### src/rtl/multicycle_ctrl.sv
// rtl/multicycle_ctrl.sv - multi-cycle datapath control FSM with memory wait timeout
module multicycle_ctrl #(
  parameter int MEM_TIMEOUT = 16
) (
  input  logic       clk,
  input  logic       rst_n,
  input  logic [5:0] op,
  input  logic       mem_ack,
  output logic       mem_req,
  output logic       iord,
  output logic       mem_read,
  output logic       mem_write,
  output logic       ir_write,
  output logic       pc_write,
  output logic       pc_write_cond,
  output logic [1:0] pc_source,
  output logic       alu_src_a,
  output logic [1:0] alu_src_b,
  output logic [1:0] alu_op,
  output logic       reg_dst,
  output logic       reg_write,
  output logic       mem_to_reg,
  output logic [3:0] state,
  output logic       err
);

  typedef enum logic [3:0] {
    S_FETCH    = 4'd0,
    S_DECODE   = 4'd1,
    S_MEM_ADDR = 4'd2,
    S_MEM_RD   = 4'd3,
    S_MEM_WB   = 4'd4,
    S_MEM_WR   = 4'd5,
    S_R_EXEC   = 4'd6,
    S_R_WB     = 4'd7,
    S_BRANCH   = 4'd8,
    S_JUMP     = 4'd9,
    S_ADDI_EX  = 4'd10,
    S_ADDI_WB  = 4'd11
  } state_t;

  localparam logic [5:0] OP_LW    = 6'b100011;
  localparam logic [5:0] OP_SW    = 6'b101011;
  localparam logic [5:0] OP_RTYPE = 6'b000000;
  localparam logic [5:0] OP_BEQ   = 6'b000100;
  localparam logic [5:0] OP_J     = 6'b000010;
  localparam logic [5:0] OP_ADDI  = 6'b001000;

  localparam logic [7:0] WAIT_LAST = 8'(MEM_TIMEOUT - 1);

  state_t     cur;
  state_t     nxt;
  logic [7:0] wait_cnt;
  logic       is_load;
  logic       mem_state;
  logic       timeout;
  logic       illegal_op;

  assign state     = cur;
  assign mem_state = (cur == S_FETCH) || (cur == S_MEM_RD) || (cur == S_MEM_WR);
  // mem_ack on the last allowed cycle wins over the timeout
  assign timeout   = mem_state && !mem_ack && (wait_cnt == WAIT_LAST);

  always_comb begin
    illegal_op = 1'b0;
    case (op)
      OP_LW, OP_SW, OP_RTYPE, OP_BEQ, OP_J, OP_ADDI: illegal_op = 1'b0;
      default:                                       illegal_op = 1'b1;
    endcase
  end

  assign err = rst_n && (timeout || ((cur == S_DECODE) && illegal_op));

  always_comb begin
    nxt = S_FETCH;
    case (cur)
      S_FETCH: begin
        if (mem_ack)      nxt = S_DECODE;
        else              nxt = S_FETCH;
      end
      S_DECODE: begin
        case (op)
          OP_LW, OP_SW: nxt = S_MEM_ADDR;
          OP_RTYPE:     nxt = S_R_EXEC;
          OP_BEQ:       nxt = S_BRANCH;
          OP_J:         nxt = S_JUMP;
          OP_ADDI:      nxt = S_ADDI_EX;
          default:      nxt = S_FETCH;
        endcase
      end
      S_MEM_ADDR: nxt = is_load ? S_MEM_RD : S_MEM_WR;
      S_MEM_RD: begin
        if (mem_ack)      nxt = S_MEM_WB;
        else if (timeout) nxt = S_FETCH;
        else              nxt = S_MEM_RD;
      end
      S_MEM_WB: nxt = S_FETCH;
      S_MEM_WR: begin
        if (mem_ack)      nxt = S_FETCH;
        else if (timeout) nxt = S_FETCH;
        else              nxt = S_MEM_WR;
      end
      S_R_EXEC:  nxt = S_R_WB;
      S_R_WB:    nxt = S_FETCH;
      S_BRANCH:  nxt = S_FETCH;
      S_JUMP:    nxt = S_FETCH;
      S_ADDI_EX: nxt = S_ADDI_WB;
      S_ADDI_WB: nxt = S_FETCH;
      default:   nxt = S_FETCH;
    endcase
  end

  // op is only valid in DECODE, so the load/store choice is latched there
  always_ff @(posedge clk or negedge rst_n) begin
    if (!rst_n) begin
      cur      <= S_FETCH;
      wait_cnt <= 8'd0;
      is_load  <= 1'b0;
    end else begin
      cur <= nxt;
      if (cur == S_DECODE)
        is_load <= (op == OP_LW);
      if ((nxt != cur) || timeout)
        wait_cnt <= 8'd0;
      else if (mem_state && !mem_ack)
        wait_cnt <= wait_cnt + 8'd1;
    end
  end

  always_comb begin
    mem_req       = 1'b0;
    iord          = 1'b0;
    mem_read      = 1'b0;
    mem_write     = 1'b0;
    ir_write      = 1'b0;
    pc_write      = 1'b0;
    pc_write_cond = 1'b0;
    pc_source     = 2'b00;
    alu_src_a     = 1'b0;
    alu_src_b     = 2'b00;
    alu_op        = 2'b00;
    reg_dst       = 1'b0;
    reg_write     = 1'b0;
    mem_to_reg    = 1'b0;
    case (cur)
      S_FETCH: begin
        mem_req   = 1'b1;
        mem_read  = 1'b1;
        alu_src_b = 2'b01;
        ir_write  = mem_ack && rst_n;
        pc_write  = mem_ack && rst_n;
      end
      S_DECODE: begin
        alu_src_b = 2'b11;
      end
      S_MEM_ADDR: begin
        alu_src_a = 1'b1;
        alu_src_b = 2'b10;
      end
      S_MEM_RD: begin
        mem_req  = 1'b1;
        mem_read = 1'b1;
        iord     = 1'b1;
      end
      S_MEM_WB: begin
        reg_write  = 1'b1;
        mem_to_reg = 1'b1;
      end
      S_MEM_WR: begin
        mem_req   = 1'b1;
        mem_write = 1'b1;
        iord      = 1'b1;
      end
      S_R_EXEC: begin
        alu_src_a = 1'b1;
        alu_op    = 2'b10;
      end
      S_R_WB: begin
        reg_write = 1'b1;
        reg_dst   = 1'b1;
      end
      S_BRANCH: begin
        alu_src_a     = 1'b1;
        alu_op        = 2'b01;
        pc_write_cond = 1'b1;
        pc_source     = 2'b01;
      end
      S_JUMP: begin
        pc_write  = 1'b1;
        pc_source = 2'b10;
      end
      S_ADDI_EX: begin
        alu_src_a = 1'b1;
        alu_src_b = 2'b10;
      end
      S_ADDI_WB: begin
        reg_write = 1'b1;
      end
      default: begin
        mem_req = 1'b0;
      end
    endcase
  end

endmodule

### config.mk
export PLATFORM = sky130hd
export DESIGN_NAME = multicycle_ctrl
export DESIGN_NICKNAME = d
export VERILOG_FILES = /design/src/rtl/multicycle_ctrl.sv
export SDC_FILE = /design/constraint.sdc
export NUM_CORES = 1
export LEC_CHECK = 0
export ABC_AREA = 0
export CORE_AREA = 2 2 51 53
export CTS_CLUSTER_DIAMETER = 50
export DETAILED_ROUTE_END_ITERATION = 10
export DIE_AREA = 0 0 53 55
export GPL_ROUTABILITY_DRIVEN = 0
export HOLD_SLACK_MARGIN = 0.15
export PLACE_DENSITY = 0.81
export SLEW_MARGIN = 0
export SYNTH_ARGS = -nofsm -noshare
export SYNTH_HDL_FRONTEND = slang
export SYNTH_SLANG_ARGS = --single-unit
### constraint.sdc
create_clock -name clk -period 3.16 [get_ports clk]
set_clock_uncertainty 0.1 [all_clocks]
set_input_delay 0.79 -clock clk [delete_from_list [all_inputs] [get_ports clk]]
set_output_delay 0.79 -clock clk [all_outputs]
set_load 0.005 [all_outputs]
==> summary.md <==
| Metric | Value |
|---|---|
| Run status | finished, final reports clean |
| Crit share post-route | 95.9% |
| Final setup fails | 0 |
| Cell area after synthesis | 1150 um2 |
| Synth-to-layout area growth | 41.2% |
| CP Launch Type | input port |
| Met3 usage | 2.96% |
| Yosys cell types | 47 |
| Worst VDD drop | 0.300 mV |
| Number of port buffers | 30 |
| Critical Path AT | 2.14 ns |
| Final #Nets | 194 |
| CTS buffer count | 3 |
| Max Slew Vio Count | 0 |
| Initial Utilization | 48.7% |
| GRT Overall Usage | 24.0% |
| CTS Buffer Depth | 2 |
| Synthesized flop and latch total | 13 |
| Ant diodes | 0 |
| Drt first pass iters | 4 |
| Hold path cells | 2 |
| Fraction of layout cells with a size suffix above 1 | 18.6% |
| Drt wl/cell | 14.8 um |
| Slew @ Worst Pin | 0.407 ns |
| Clk_lat worst skew | 0.27 ns |
| Die area | 2920 um2 |
| Clk slew on worst S/H paths | 0.07 ns |
| Total negative slack | 0 ns |
| CP required | 2.27 ns |
| Fmax achieved | 0.330 GHz |
| Setup CP Type | in -> out |
| Hold Crit Class | reg -> reg |
| Register-to-Register Path Depth | 7 |
| Root Buffer | clkbuf_4 |
| Detailed Place HPWL | 2410 um |
| Vias in the first global route | 1,150 |
| Number of clock sinks | 13 |
| CTS tree | built |
| Post-Syn Instances | 141 |
| Max Cap Viol | 0 |
| Routed vias | 1,221 |
| Worst Path Max Fanout | 2 |
| Static Leak | 0.693 nW |
| Area of the core | 2360 um2 |
| Hold_buf cts | 0 |
| H-tree Lvls | 1 |
| Util after Layout | 68.7% |
| Tmin final | 3.03 ns |
| GRT overflow | 0 |
| First-pass GRT wire length | 5120 um |
| Syn avg cell area | 8.16 um2 |
| Total Wirelength | 3160 um |
| Num rows | 18 |
| Synth Net Count | 151 |
| Element type at the critical path end | primary output |
| Met2 usage | 38.5% |
| Most frequent cells in the layout | clkdlybuf4s50_1 (24), buf_4 (18), nor3_1 (15), nor2_1 (13), dfrtp_1 (13) |
| Register area share after synthesis | 28.3% |
| Initial DRC Count | 31 |
| Power per cell area | 281 nW/um2 |
| Met1 GRT Util | 33.2% |
| Post-synth EDFFs | 0 |
| Leading register cell type out of synthesis | dfrtp_1 |
| Die Ht | 55 um |
| Initial antenna violation count | 0 |
| Die width | 53 um |
| DRC Markers | 0 |
| Syn. warnings | 0 |
| RSZ-0062 raised after global routing | false |
| GRT busiest layer | met2 |
| Routed Antenna Nets | 0 |
| Slew margin rel. | 72.6% |
| Boundary Pins | 31 |
| Vias/cell | 5.73 |
| Commonest non-fill, non-tap cell in the layout | clkdlybuf4s50_1 |
| Largest net degree at the start of global routing | 19 |
| Final Hold Fails | 0 |
| Post-synth ARST share | 100% |
==> cell families (layout without fill, tap and decap cells) <==
kind of cell	Yosys count	after routing	synth area share, %
buf+inv	13	55	5.98
xor+xnor	10	10	7.61
mux	2	2	1.74
compound gates	24	24	16.2
flops	13	13	28.3
fa+ha+maj	2	2	1.96
simple gates	77	77	38.3
==> stage by stage <==
stage                     worst slack, ns  power (mW)  std cells  hold slack (ns)  instance area [um2]
after floorplan                     0.590       0.272        141            0.354                 1150
after global placement             -0.162       0.352        209            0.385                 1570
after detailed placement           -0.162       0.356        209            0.407                 1570
after CTS                          0.0267       0.457        213            0.424                 1600
after global routing               0.0155       0.481        213            0.462                 1630
final                               0.130       0.457        213            0.428                 1630
==> power by group <==
group / switching (mW) / leakage [nW] / internal, mW / total (mW)
registers: 0.00688 / 0.179 / 0.172 / 0.179
logic: 0.0876 / 0.499 / 0.0897 / 0.177
clock network: 0.0518 / 0.0150 / 0.0490 / 0.101
==> flip-flops by register name, summed over array words and instances (netlist names) <==
| name | count |
|---|---|
| is_load | 1 |
| state | 4 |
| wait_cnt | 8 |
==> synth_stat cells, types with 2 or more instances <==
master	instances	area share (%)
or2_2	4	2.2
o31ai_1	2	1.3
buf_4	2	1.3
a31oi_1	2	1.1
nand2_1	11	3.6
and3_1	2	1.1
buf_2	4	1.7
dfrtp_1	13	28
nand2b_1	4	2.2
nor2_1	13	4.2
xnor2_1	9	6.8
nor2b_1	5	2.7
nand4_1	2	1.1
mux2i_1	2	1.7
nor4_1	2	1.1
nor3b_1	3	2.0
o21ai_0	2	0.87
nor3_1	16	7.0
nand3_1	3	1.3
or3_1	3	1.6
or4b_1	2	1.7
a21oi_1	7	3.0
buf_1	2	0.65
inv_1	3	0.98
==> area by class of cell <==
type / instances / area, um2
well taps: 30 / 37.5
clock buffers: 4 / 26.3
multi-input cells: 115 / 778
fillers: 194 / 739
flip-flops and latches: 13 / 325
repair buffers: 48 / 447
inverters: 3 / 11.3
==> metal layers <==
| layer | wire [um] | vias up |
|---|---|---|
| met3 | 183 | 6 |
| met2 | 1420 | 51 |
| met4 | 44 | 0 |
| li1 | - | 603 |
| met1 | 1520 | 561 |
| met5 | 0 | - |
==> worst paths after layout <==
path                                      endpoint  slack, ns           startpoint
setup / recovery                               err       0.13                op[3]
hold / removal                 is_load$_DFFE_PN0P_       0.43  is_load$_DFFE_PN0P_
setup reg to reg           wait_cnt[3]$_DFFE_PN0P_       0.98   state[2]$_DFF_PN0_
hold reg to reg                is_load$_DFFE_PN0P_       0.43  is_load$_DFFE_PN0P_
max in group asynchronous  wait_cnt[0]$_DFFE_PN0P_       1.90                rst_n
min in group asynchronous  wait_cnt[6]$_DFFE_PN0P_       0.90                rst_n
==> worst max-delay path, cell delays in order <==
cell             delay [ns]
clkdlybuf4s50_1        0.43
maj3_2                 0.33
nor2b_2                0.12
nor3b_2                0.05
a21oi_1                0.11
nor2b_1                0.06
dlygate4sd2_1          0.26
==> repair_timing <==
action,4_1_cts,5_1_grt
setup buffers,0,0
endpoints found under the setup margin,1,2
pin swaps,0,1
resized for setup,3,8
Note: power is estimated with default switching activity, not from simulation.
